[src/rtl/piso_frame_scheduler.sv]
// piso_frame_scheduler
//   Sequences an external WIDTH-bit parallel-in/serial-out shifter so that a
//   frame of N_CH bin words leaves the chip LSB first, in ascending channel
//   order, skipping channels whose mask bit is clear.
//
//   Ports
//     clk         system clock, rising edge
//     rst         synchronous active-high reset
//     start       frame request, honoured only while idle
//     ch_data     N_CH packed words, channel i at [i*WIDTH +: WIDTH]
//     ch_mask     per-channel enable
//     piso_data   parallel word for the shifter
//     piso_sl     shifter control, 1 = load, 0 = shift
//     bit_valid   serial output of the shifter carries a frame bit
//     word_first  bit 0 of a word is on the serial output
//     frame_last  final bit of the frame is on the serial output
//     ch_idx      channel currently loaded or shifted
//     busy        frame in progress
//     done        one-cycle pulse at frame completion
//
//   state  | meaning
//   -------+-----------------------------------------------------------
//   IDLE   | waiting for start; snapshot taken on start
//   LOAD   | shifter parallel-loads snapshot word of ch_idx
//   SHIFT  | shifter shifts the remaining WIDTH-1 bits out
//   GAP    | idle spacing between words (only when GAP > 0)
//   DONE   | one-cycle completion pulse
module piso_frame_scheduler #(
    parameter  int N_CH  = 4,
    parameter  int WIDTH = 12,
    parameter  int GAP   = 0,
    localparam int CW    = (N_CH > 1) ? $clog2(N_CH) : 1
) (
    input  logic                  clk,
    input  logic                  rst,
    input  logic                  start,
    input  logic [N_CH*WIDTH-1:0] ch_data,
    input  logic [N_CH-1:0]       ch_mask,
    output logic [WIDTH-1:0]      piso_data,
    output logic                  piso_sl,
    output logic                  bit_valid,
    output logic                  word_first,
    output logic                  frame_last,
    output logic [CW-1:0]         ch_idx,
    output logic                  busy,
    output logic                  done
);

    localparam int BW = (WIDTH > 1) ? $clog2(WIDTH) : 1;

    typedef enum logic [2:0] {
        S_IDLE,
        S_LOAD,
        S_SHIFT,
        S_GAP,
        S_DONE
    } state_t;

    state_t                state, state_nxt;
    logic [N_CH*WIDTH-1:0] snap_data, snap_data_nxt;
    logic [N_CH-1:0]       snap_mask, snap_mask_nxt;
    logic [BW-1:0]         bit_cnt, bit_cnt_nxt;
    logic [3:0]            gap_cnt, gap_cnt_nxt;
    logic [CW-1:0]         ch_nxt;
    logic [WIDTH-1:0]      word_nxt;

    logic [CW-1:0]         first_idx;
    logic                  first_hit;
    logic [CW-1:0]         next_idx;
    logic                  has_next;
    logic                  last_bit;
    logic                  frame_end;

    // Lowest enabled channel of the incoming mask, and the lowest enabled
    // snapshot channel above the current one. Descending loops so the
    // lowest match is the one that sticks.
    always_comb begin
        first_idx = '0;
        first_hit = 1'b0;
        for (int i = N_CH - 1; i >= 0; i--) begin
            if (ch_mask[i]) begin
                first_idx = CW'(i);
                first_hit = 1'b1;
            end
        end
        next_idx = '0;
        has_next = 1'b0;
        for (int i = N_CH - 1; i >= 0; i--) begin
            if (snap_mask[i] && (i > int'(ch_idx))) begin
                next_idx = CW'(i);
                has_next = 1'b1;
            end
        end
    end

    assign last_bit  = (bit_cnt == BW'(WIDTH - 1));
    assign frame_end = (state == S_SHIFT) && last_bit && !has_next;

    always_comb begin
        state_nxt     = state;
        snap_data_nxt = snap_data;
        snap_mask_nxt = snap_mask;
        bit_cnt_nxt   = bit_cnt;
        gap_cnt_nxt   = gap_cnt;
        ch_nxt        = ch_idx;
        case (state)
            S_IDLE: begin
                if (start) begin
                    snap_data_nxt = ch_data;
                    snap_mask_nxt = ch_mask;
                    if (first_hit) begin
                        ch_nxt    = first_idx;
                        state_nxt = S_LOAD;
                    end else begin
                        state_nxt = S_DONE;
                    end
                end
            end
            S_LOAD: begin
                bit_cnt_nxt = BW'(1);
                state_nxt   = S_SHIFT;
            end
            S_SHIFT: begin
                if (last_bit) begin
                    bit_cnt_nxt = '0;
                    if (has_next) begin
                        if (GAP > 0) begin
                            gap_cnt_nxt = 4'(GAP - 1);
                            state_nxt   = S_GAP;
                        end else begin
                            ch_nxt    = next_idx;
                            state_nxt = S_LOAD;
                        end
                    end else begin
                        state_nxt = S_DONE;
                    end
                end else begin
                    bit_cnt_nxt = bit_cnt + BW'(1);
                end
            end
            S_GAP: begin
                // ch_idx stays put during the gap so has_next/next_idx
                // still refer to the word just sent.
                if (gap_cnt == 4'd0) begin
                    ch_nxt    = next_idx;
                    state_nxt = S_LOAD;
                end else begin
                    gap_cnt_nxt = gap_cnt - 4'd1;
                end
            end
            S_DONE: begin
                state_nxt = S_IDLE;
            end
            default: begin
                state_nxt = S_IDLE;
            end
        endcase
    end

    // Word to present when entering LOAD, taken from the snapshot as it
    // will be after this edge (covers the IDLE->LOAD capture cycle).
    always_comb begin
        word_nxt = '0;
        for (int i = 0; i < N_CH; i++) begin
            if (CW'(i) == ch_nxt) begin
                word_nxt = snap_data_nxt[i*WIDTH +: WIDTH];
            end
        end
    end

    always_ff @(posedge clk) begin
        if (rst) begin
            state      <= S_IDLE;
            snap_data  <= '0;
            snap_mask  <= '0;
            bit_cnt    <= '0;
            gap_cnt    <= '0;
            ch_idx     <= '0;
            piso_sl    <= 1'b0;
            piso_data  <= '0;
            bit_valid  <= 1'b0;
            word_first <= 1'b0;
            frame_last <= 1'b0;
            busy       <= 1'b0;
            done       <= 1'b0;
        end else begin
            state      <= state_nxt;
            snap_data  <= snap_data_nxt;
            snap_mask  <= snap_mask_nxt;
            bit_cnt    <= bit_cnt_nxt;
            gap_cnt    <= gap_cnt_nxt;
            ch_idx     <= ch_nxt;
            piso_sl    <= (state_nxt == S_LOAD);
            if (state_nxt == S_LOAD) begin
                piso_data <= word_nxt;
            end
            // Serial-side flags trail the LOAD/SHIFT cycle by one register,
            // matching the shifter's registered serial output.
            bit_valid  <= (state == S_LOAD) || (state == S_SHIFT);
            word_first <= (state == S_LOAD);
            frame_last <= frame_end;
            busy       <= (state_nxt != S_IDLE);
            done       <= (state_nxt == S_DONE);
        end
    end

endmodule
[config.mk]
export PLATFORM = sky130hd
export DESIGN_NAME = piso_frame_scheduler
export DESIGN_NICKNAME = d
export VERILOG_FILES = /design/src/rtl/piso_frame_scheduler.sv
export SDC_FILE = /design/constraint.sdc
export NUM_CORES = 1
export LEC_CHECK = 0
export CAP_MARGIN = 10
export CELL_PAD_IN_SITES_DETAIL_PLACEMENT = 0
export CELL_PAD_IN_SITES_GLOBAL_PLACEMENT = 1
export CORE_ASPECT_RATIO = 1.75
export CORE_MARGIN = 8
export CORE_UTILIZATION = 30
export DETAILED_ROUTE_END_ITERATION = 12
export PLACE_DENSITY_LB_ADDON = 0.3
export SYNTH_ARGS = -nofsm -noshare
export SYNTH_HDL_FRONTEND = slang
export SYNTH_SLANG_ARGS = --single-unit
export TNS_END_PERCENT = 100
[constraint.sdc]
create_clock -name clk -period 2.5 [get_ports clk]
set_input_delay 0.375 -clock clk [delete_from_list [all_inputs] [get_ports clk]]
set_output_delay 0.375 -clock clk [all_outputs]
set_load 0.01 [all_outputs]
==> impl_metrics.env, run 1 <==
export IMPL_vias_in_the_first_global_route=4059
export IMPL_setup_ws_ns=0.09609
export IMPL_power_density_nw_per_um2=667.5
export IMPL_slew_headroom_pct=61.20
export IMPL_edff_count_synth=0
export IMPL_remaining_antenna_violation_count_after_routing=0
export IMPL_clock_latency_ns=0.34
export IMPL_pin_count_of_the_biggest_net_entering_global_routing=55
export IMPL_cp_peak_stage_delay_ns=0.33
export IMPL_cts_reportedPaths_clkPinSlew_ns=0.06
export IMPL_drt_first_pass_iters=4
export IMPL_synth_top_cell_by_area="dfxtp_1"
export IMPL_fp_dieW_um=103.9
export IMPL_via_per_inst=5.139
export IMPL_synthesis_yosys_warnings=0
export IMPL_placedInstanceArea_um2=5165
export IMPL_peakVddDrop_v=0.0003152
export IMPL_max_freq_mhz=416.0
export IMPL_drt_initial_drc_count=189
export IMPL_maxCapViolCount=0
export IMPL_r2r_setup_slack_ns=0.1
export IMPL_grt_overflow_total=0
export IMPL_setup_tns_ns=0
export IMPL_power_leakage_nw=2.169
export IMPL_top_delay_family_on_crit_path="compound AO/OA/AOI/OAI gates"
export IMPL_initial_antenna_violation_count=0
export IMPL_die_height_um=169.8
export IMPL_cts_tree="done"
export IMPL_arrival_ns=2.67
export IMPL_worstSetupStartpointType="register"
export IMPL_area_of_the_mapped_netlist_um2=4053
export IMPL_timing_hold_ws_ns=0.4119
export IMPL_result_of_the_run="finished, final reports clean"
export IMPL_async_flop_share_pct=0
export IMPL_num_nets_final=643
export IMPL_boundaryPins=75
export IMPL_cp_max_delay_cell="dfxtp_2"
export IMPL_half_perimeter_wire_length_after_placement_um=9529
export IMPL_cp_most_frequent_cell="a211o_1"
export IMPL_syn_instance_count=493
export IMPL_synthMostInstantiatedCell="nand2_1"
export IMPL_synth_avg_cell_area_um2=8.220
export IMPL_placeableCoreArea_um2=13310
export IMPL_detailedPlace_worstSlack_ns=-0.2620
export IMPL_cts_sink_count=82
export IMPL_crit_path_to="piso_data[2]"
export IMPL_grt_first_pass_wirelength_um=20460
export IMPL_report_final_slew_viol_count=0
export IMPL_postSynth_topFlopCell="dfxtp_1"
export IMPL_post_route_cells_drive_above_1_share_pct=16.75
export IMPL_cts_inserted_buffers=9
export IMPL_synth_top_area_share_pct=40.51
export IMPL_area_delta_synth_final_pct=37.54
export IMPL_yosys_top_cells_count="112 x nand2_1, 82 x dfxtp_1, 60 x a21oi_1, 32 x mux2i_1, 27 x nor2_1"
export IMPL_drt_wirelength_per_cell_um=16.84
export IMPL_net_count_synth=550
export IMPL_holdCritPathClass="input pin to register"
export IMPL_crit_cells=10
export IMPL_cp_data_required_time_ns=2.76
export IMPL_total_power_mw=3.721
export IMPL_cell_breakdown_of_the_critical_path="ha_2, nand3b_1, nor2_2, a211o_1, o211a_4, or2_4, buf_8, a21o_1, a211o_1, a31oi_1"
export IMPL_critPathBufInv=1
export IMPL_h_tree_depth=3
export IMPL_globalRouteTotalUtil_pct=14.53
export IMPL_root_buffer="clkbuf_16"
export IMPL_gp_congestion=0.8626
export IMPL_regToRegStartpoint="bit_cnt[0]"
export IMPL_netlist_cell_type_count=58
export IMPL_crit_path_end_kind="register"
export IMPL_synth_seq_area_share_pct=40.51
export IMPL_std_cell_rows=56
export IMPL_clock_path_buffers=2
export IMPL_routed_wl_um=12890
export IMPL_beginning_of_the_critical_path="bit_cnt[0]"
export IMPL_layout_cell_area_non_filler_um2=5574
export IMPL_hold_buffer_count_at_cts=0
export IMPL_timing_critical_path_fanout_max=15
export IMPL_layout_min_cycle_time_ns=2.404
export IMPL_worst_clock_skew_ns=0.006906
export IMPL_setup_viol=0
export IMPL_final_min_period_over_clock_period_pct=96.16
export IMPL_hold_violations=0
export IMPL_num_antenna_cells=0
export IMPL_worstMarginPinSlew_ns=0.5821
export IMPL_dr_total_vias=3931
export IMPL_path_class="register to register"
export IMPL_synth_ff_latch_count=82
export IMPL_synth_top_cells_by_area="dfxtp_1 41%, nand2_1 10%, mux2i_1 7.9%"
export IMPL_initial_core_util_pct=30.44
export IMPL_rr_endpoint="piso_data[2]"
export IMPL_drc_errors=0
export IMPL_reg2regPathDepth=10
export IMPL_fp_dieArea_um2=17630
export IMPL_buffer_ports_inserted=74
==> metal layers <==
layer | share of wire [%] | global-route usage, % | vias to the layer above
li1 | - | - | 1927
met2 | 56 | 27.86 | 94
met3 | 3.8 | 3.118 | 22
met1 | 37 | 14.17 | 1888
met5 | 0 | 0 | -
met4 | 2.7 | 7.663 | 0
==> how the worst min path moves through the flow <==
| stage | from | to | cells after the start |
|---|---|---|---|
| after detailed placement | snap_data[26] | snap_data[26] | 2 |
| after CTS | rst | gap_cnt[2] | 2 |
| final | rst | gap_cnt[3] | 2 |
| after global routing | rst | gap_cnt[3] | 2 |
| after floorplan | snap_data[47] | snap_data[47] | 2 |
| after global placement | snap_data[3] | snap_data[3] | 2 |
==> registers in the layout, summed over array words and instances, names as in the netlist, 2 cells and up <==
name and cells:
bit_cnt 4, state 3, piso_data 12, gap_cnt 4, snap_mask 3, snap_data 48
ch_idx 2
==> layout make-up <==
class	count	area, um^2
fillers	1421	7739
multi-input cells	370	2296
flip-flops and latches	82	1648
repair buffers	118	1094
clock buffers	9	225.2
well taps	174	217.7
clock inverters	7	75.07
inverters	5	18.77
==> placed cells by master (no fill, tap or decap), types with 2 or more instances in the layout <==
cell type	n
a211oi_2	4
and2_1	3
o21ai_0	16
nor3b_1	2
nor3_1	6
xor2_1	3
nand2_1	111
nor2_2	2
inv_6	3
clkinv_2	2
mux2_2	6
o2111ai_1	3
nand3b_1	2
clkbuf_16	9
buf_6	2
nand2b_1	3
a31oi_1	11
a2111oi_1	2
nor4_1	7
mux2i_1	32
inv_1	5
a211o_1	9
dfxtp_2	5
a21oi_1	60
buf_4	40
nor2b_1	4
o211a_4	2
o211ai_1	3
nor2_1	26
o22a_1	8
nor4_2	3
clkdlybuf4s50_1	73
nand3_1	3
dfxtp_1	77
a21o_1	10
==> report_power, final <==
| group | total (mW) | switching, mW | internal [mW] |
|---|---|---|---|
| combinational | 0.904 | 0.464 | 0.440 |
| sequential | 1.47 | 0.0608 | 1.41 |
| clock | 1.35 | 0.565 | 0.783 |
| total | 3.72 | 1.09 | 2.63 |
==> timing repair <==
| action | 4_1_cts | 5_1_grt |
|---|---|---|
| gates resized for setup | 2 | 23 |
| pin swaps | 0 | 1 |
| endpoints found under the setup margin | 3 | 12 |
| buffers inserted | 0 | 3 |
==> per-stage QoR <==
stage / cells / utilization [%]
2_1_floorplan: 493 / -
3_3_place_gp: 746 / 38.80
3_5_place_dp: 746 / 38.80
4_1_cts: 762 / 41.14
5_1_grt: 765 / 41.87
6_report: 765 / 41.87
==> kinds of logic after synthesis <==
| family | Yosys count | share of synthesized area [%] |
|---|---|---|
| flops | 82 | 40.51 |
| simple gates | 185 | 21.12 |
| xor+xnor | 4 | 0.8646 |
| compound gates | 141 | 22.76 |
| buf+inv | 41 | 4.569 |
| mux | 38 | 9.571 |
| fa+ha+maj | 2 | 0.6174 |
(Power assumes the default switching activity.)
==> inputs of run 2 (changes only) <==
--- a/config.mk
+++ b/config.mk
@@ -13,6 +13,7 @@
 export CORE_UTILIZATION = 30
 export DETAILED_ROUTE_END_ITERATION = 12
 export PLACE_DENSITY_LB_ADDON = 0.3
+export SLEW_MARGIN = 40
 export SYNTH_ARGS = -nofsm -noshare
 export SYNTH_HDL_FRONTEND = slang
 export SYNTH_SLANG_ARGS = --single-unit
==> results of run 2 <==
Final layout, timing and power as in run 1 (identical DEF).
==> inputs of run 3 (changes only) <==
--- a/config.mk
+++ b/config.mk
@@ -13,7 +13,6 @@
 export CORE_UTILIZATION = 30
 export DETAILED_ROUTE_END_ITERATION = 12
 export PLACE_DENSITY_LB_ADDON = 0.3
-export SLEW_MARGIN = 40
 export SYNTH_ARGS = -nofsm -noshare
 export SYNTH_HDL_FRONTEND = slang
 export SYNTH_SLANG_ARGS = --single-unit
==> results of run 3 <==
Final layout, timing and power as in run 1 (identical DEF).
==> RTL edit (settings of run 2) <==
Put one more register stage on the output `piso_data`. The value now appears one clock later. The other outputs are not delayed to match.
--- a/src/rtl/piso_frame_scheduler.sv
+++ b/src/rtl/piso_frame_scheduler.sv
@@ -56,6 +56,8 @@
         S_DONE
     } state_t;
 
+    logic [WIDTH-1:0] piso_data_s0;
+
     state_t                state, state_nxt;
     logic [N_CH*WIDTH-1:0] snap_data, snap_data_nxt;
     logic [N_CH-1:0]       snap_mask, snap_mask_nxt;
@@ -177,7 +179,7 @@
             gap_cnt    <= '0;
             ch_idx     <= '0;
             piso_sl    <= 1'b0;
-            piso_data  <= '0;
+            piso_data_s0 <= '0;
             bit_valid  <= 1'b0;
             word_first <= 1'b0;
             frame_last <= 1'b0;
@@ -192,7 +194,7 @@
             ch_idx     <= ch_nxt;
             piso_sl    <= (state_nxt == S_LOAD);
             if (state_nxt == S_LOAD) begin
-                piso_data <= word_nxt;
+                piso_data_s0 <= word_nxt;
             end
             // Serial-side flags trail the LOAD/SHIFT cycle by one register,
             // matching the shifter's registered serial output.
@@ -204,4 +206,8 @@
         end
     end
 
+    always_ff @(posedge clk) begin
+        piso_data <= piso_data_s0;
+    end
+
 endmodule
Behaviour: not the same (a bounded check fails within 4 cycles, from zero or initial values and one cycle with rst high).
==> RTL edit against run 2 <==
The flow now finishes with violations (setup timing); cell area increased by 4.2%; sequential cell count increased by 12; wire length increased by 1.4%; synthesized area increased by 2.9%; global-route usage decreased by 0.33 points; worst setup slack got worse by 0.12 ns; count of clock-buffer cells in the layout unchanged; power increased by 7.0%; sequential power increased by 16%; fmax decreased by 4.6%; critical path type unchanged; critical endpoint is now piso_data_s0[8]$_SDFFE_PP0P_; highest routed layer unchanged.
==> RTL edit: results (changes against run 2) <==
drt:
  first_pass_iters: 5  # +1
  drt_iter0_markers: 173  # -8.5%
  routedWlPerCell_microns: 16.5  # -1.9%
  num_vias: 3970  # +0.99%
  viasPerCell: 5.02  # -2.3%
placement:
  dp_hpwl_microns: 9530  # about the same
  portBuffers: 74  # unchanged
  globalplace.congestion: 0.861  # -0.15%
  numPlacedInstances: 771  # +3.4%
  dp_slack_ns: -0.345  # -0.0826 ns
logic_synthesis:
  synth_common_cells: "nand2_1, dfxtp_1, a21oi_1"
  ys_seq_area_share_pct: 45.1  # +4.6 points
  synthArstFlopShare_pct: 0  # unchanged
  ys_top_cells_by_area: "dfxtp_1, nand2_1, a21oi_1"
  synth_fp_nets: 569  # +3.5%
  synthDistinctLibCells: 57  # -1.7%
  synthCells: 512  # +3.9%
  ys_warn_count: 0  # unchanged
hold_path:
  hp-class: "reg2reg"
  hold_depth: 0  # -2
critical_path:
  crit_path_top_delay_cell: "or4_4"
  arrival_ns: 2.73  # +0.06 ns
  path_max_fanout: 11  # -4
  cp_slowest_stage_delay_ns: 0.58  # +0.25 ns
  rr_worst_depth: 12  # +2
clocking:
  cts.path.max_buffers: 2  # unchanged
  cts_max_level: 3  # unchanged
  clkLatencyLatePin_ns: 0.34  # about the same
  clock-root-buffer: "clkbuf_16"
  numCtsBuffers: 9  # unchanged
  path_clk_slew_ns: 0.07
sta:
  skew_ns: 0.00626  # -0.000646 ns
  tightest_slew_ns: 0.455  # -0.127 ns
  finalSetupViolCount: 4  # +4
  worst_slack_ns: -0.0196  # -0.116 ns
  fin_tns_setup_ns: -0.0651  # -0.0651 ns
global_route:
  grt_pass1_wl_microns: 20300  # -0.61%
  grtUsageTotal_pct: 14.2  # -0.33 points
  grt_start_max_net_pins: 82  # +49%
power:
  power_density_mw_per_mm2: 686  # +2.8%
  peakVddDrop_v: 0.000359  # +14%
  leakage_nw: 2.20  # +1.5%
finish:
  reg.largest.list: "snap_data: 48 flops, piso_data: 12 flops, piso_data_s0: 12 flops"
  drive_gt1_share_pct: 16.0  # -0.79 points
  final_nets: 666  # +3.6%
  n_antenna_cell: 0  # unchanged
status:
  status: "finished with violations"
  violations: "setup timing"
## RTL edit: layer usage
| layer | track usage (%) | up-vias | part of all wire [%] |
|---|---|---|---|
| met4 | 6.55 | 0 | 2.2 |
| met1 | 14.6 | 1912 | 39 |
| met3 | 2.84 | 17 | 3.0 |
| met5 | 0 | - | 0 |
| li1 | - | 1970 | - |
| met2 | 26.8 | 71 | 55 |
## RTL edit: cell families (layout without fill, tap and decap cells)
logic type	count (synthesis)	in the layout	synth area share, %
xor gates and xnor gates	5	5	1.05
and+or+nand+nor	213	214	23.6
adders and majority gates	2	2	0.600
DFF	94	94	45.1
buffers and inverters	53	154	5.67
AOI/OAI and AO/OA	119	119	17.7
muxes	26	26	6.30
## RTL edit: metrics by stage
stage	area, sq um	hold slack (ns)
after floorplan	4170	0.331
final	5810	0.358
after CTS	5710	0.357
after detailed placement	5350	0.345
after global routing	5810	0.370
after global placement	5350	0.339
## RTL edit: final cells by class
cell class	count	area [sq um]
clock buffers	9	225
inverters	17	63.8
multi-input cells	366	2200
well taps	177	221
clock inverters	7	81.3
repair buffers	121	1130
flip-flops and latches	94	1880
fillers	1381	7960
## RTL edit: timing repair
item	4_1_cts	5_1_grt
pin swaps	10	8
setup endpoints to repair	12	12
cloned	1	0
resized for setup	13	16
buffers inserted	5	0
## RTL edit: worst max-delay path: cells and delay by family, from the launching register on
kind / cells / cell delay [ns]
and+or+nand+nor: 6 / 1.34
AOI/OAI and AO/OA: 1 / 0.08
adders and majority gates: 1 / 0.12
buffers and inverters: 4 / 0.52
DFF: 1 / 0.33
## RTL edit: power breakdown
part           leakage [nW]  switching, mW  total (mW)  internal, mW
registers             0.773         0.0725        1.71          1.64
clock network         0.140          0.616        1.40         0.787
logic                  1.29          0.446       0.870         0.424
total                  2.20           1.13        3.98          2.85
## RTL edit: worst paths after layout
path / from / to / slack, ns
worst max register to register: gap_cnt[1]$_SDFFE_PP0P_ / piso_data_s0[8]$_SDFFE_PP0P_ / -0.02
worst min register to register: piso_data_s0[0]$_SDFFE_PP0P_ / piso_data[0]$_DFF_P_ / 0.36
worst max-delay path: gap_cnt[1]$_SDFFE_PP0P_ / piso_data_s0[8]$_SDFFE_PP0P_ / -0.02
worst min-delay path: piso_data_s0[0]$_SDFFE_PP0P_ / piso_data[0]$_DFF_P_ / 0.36
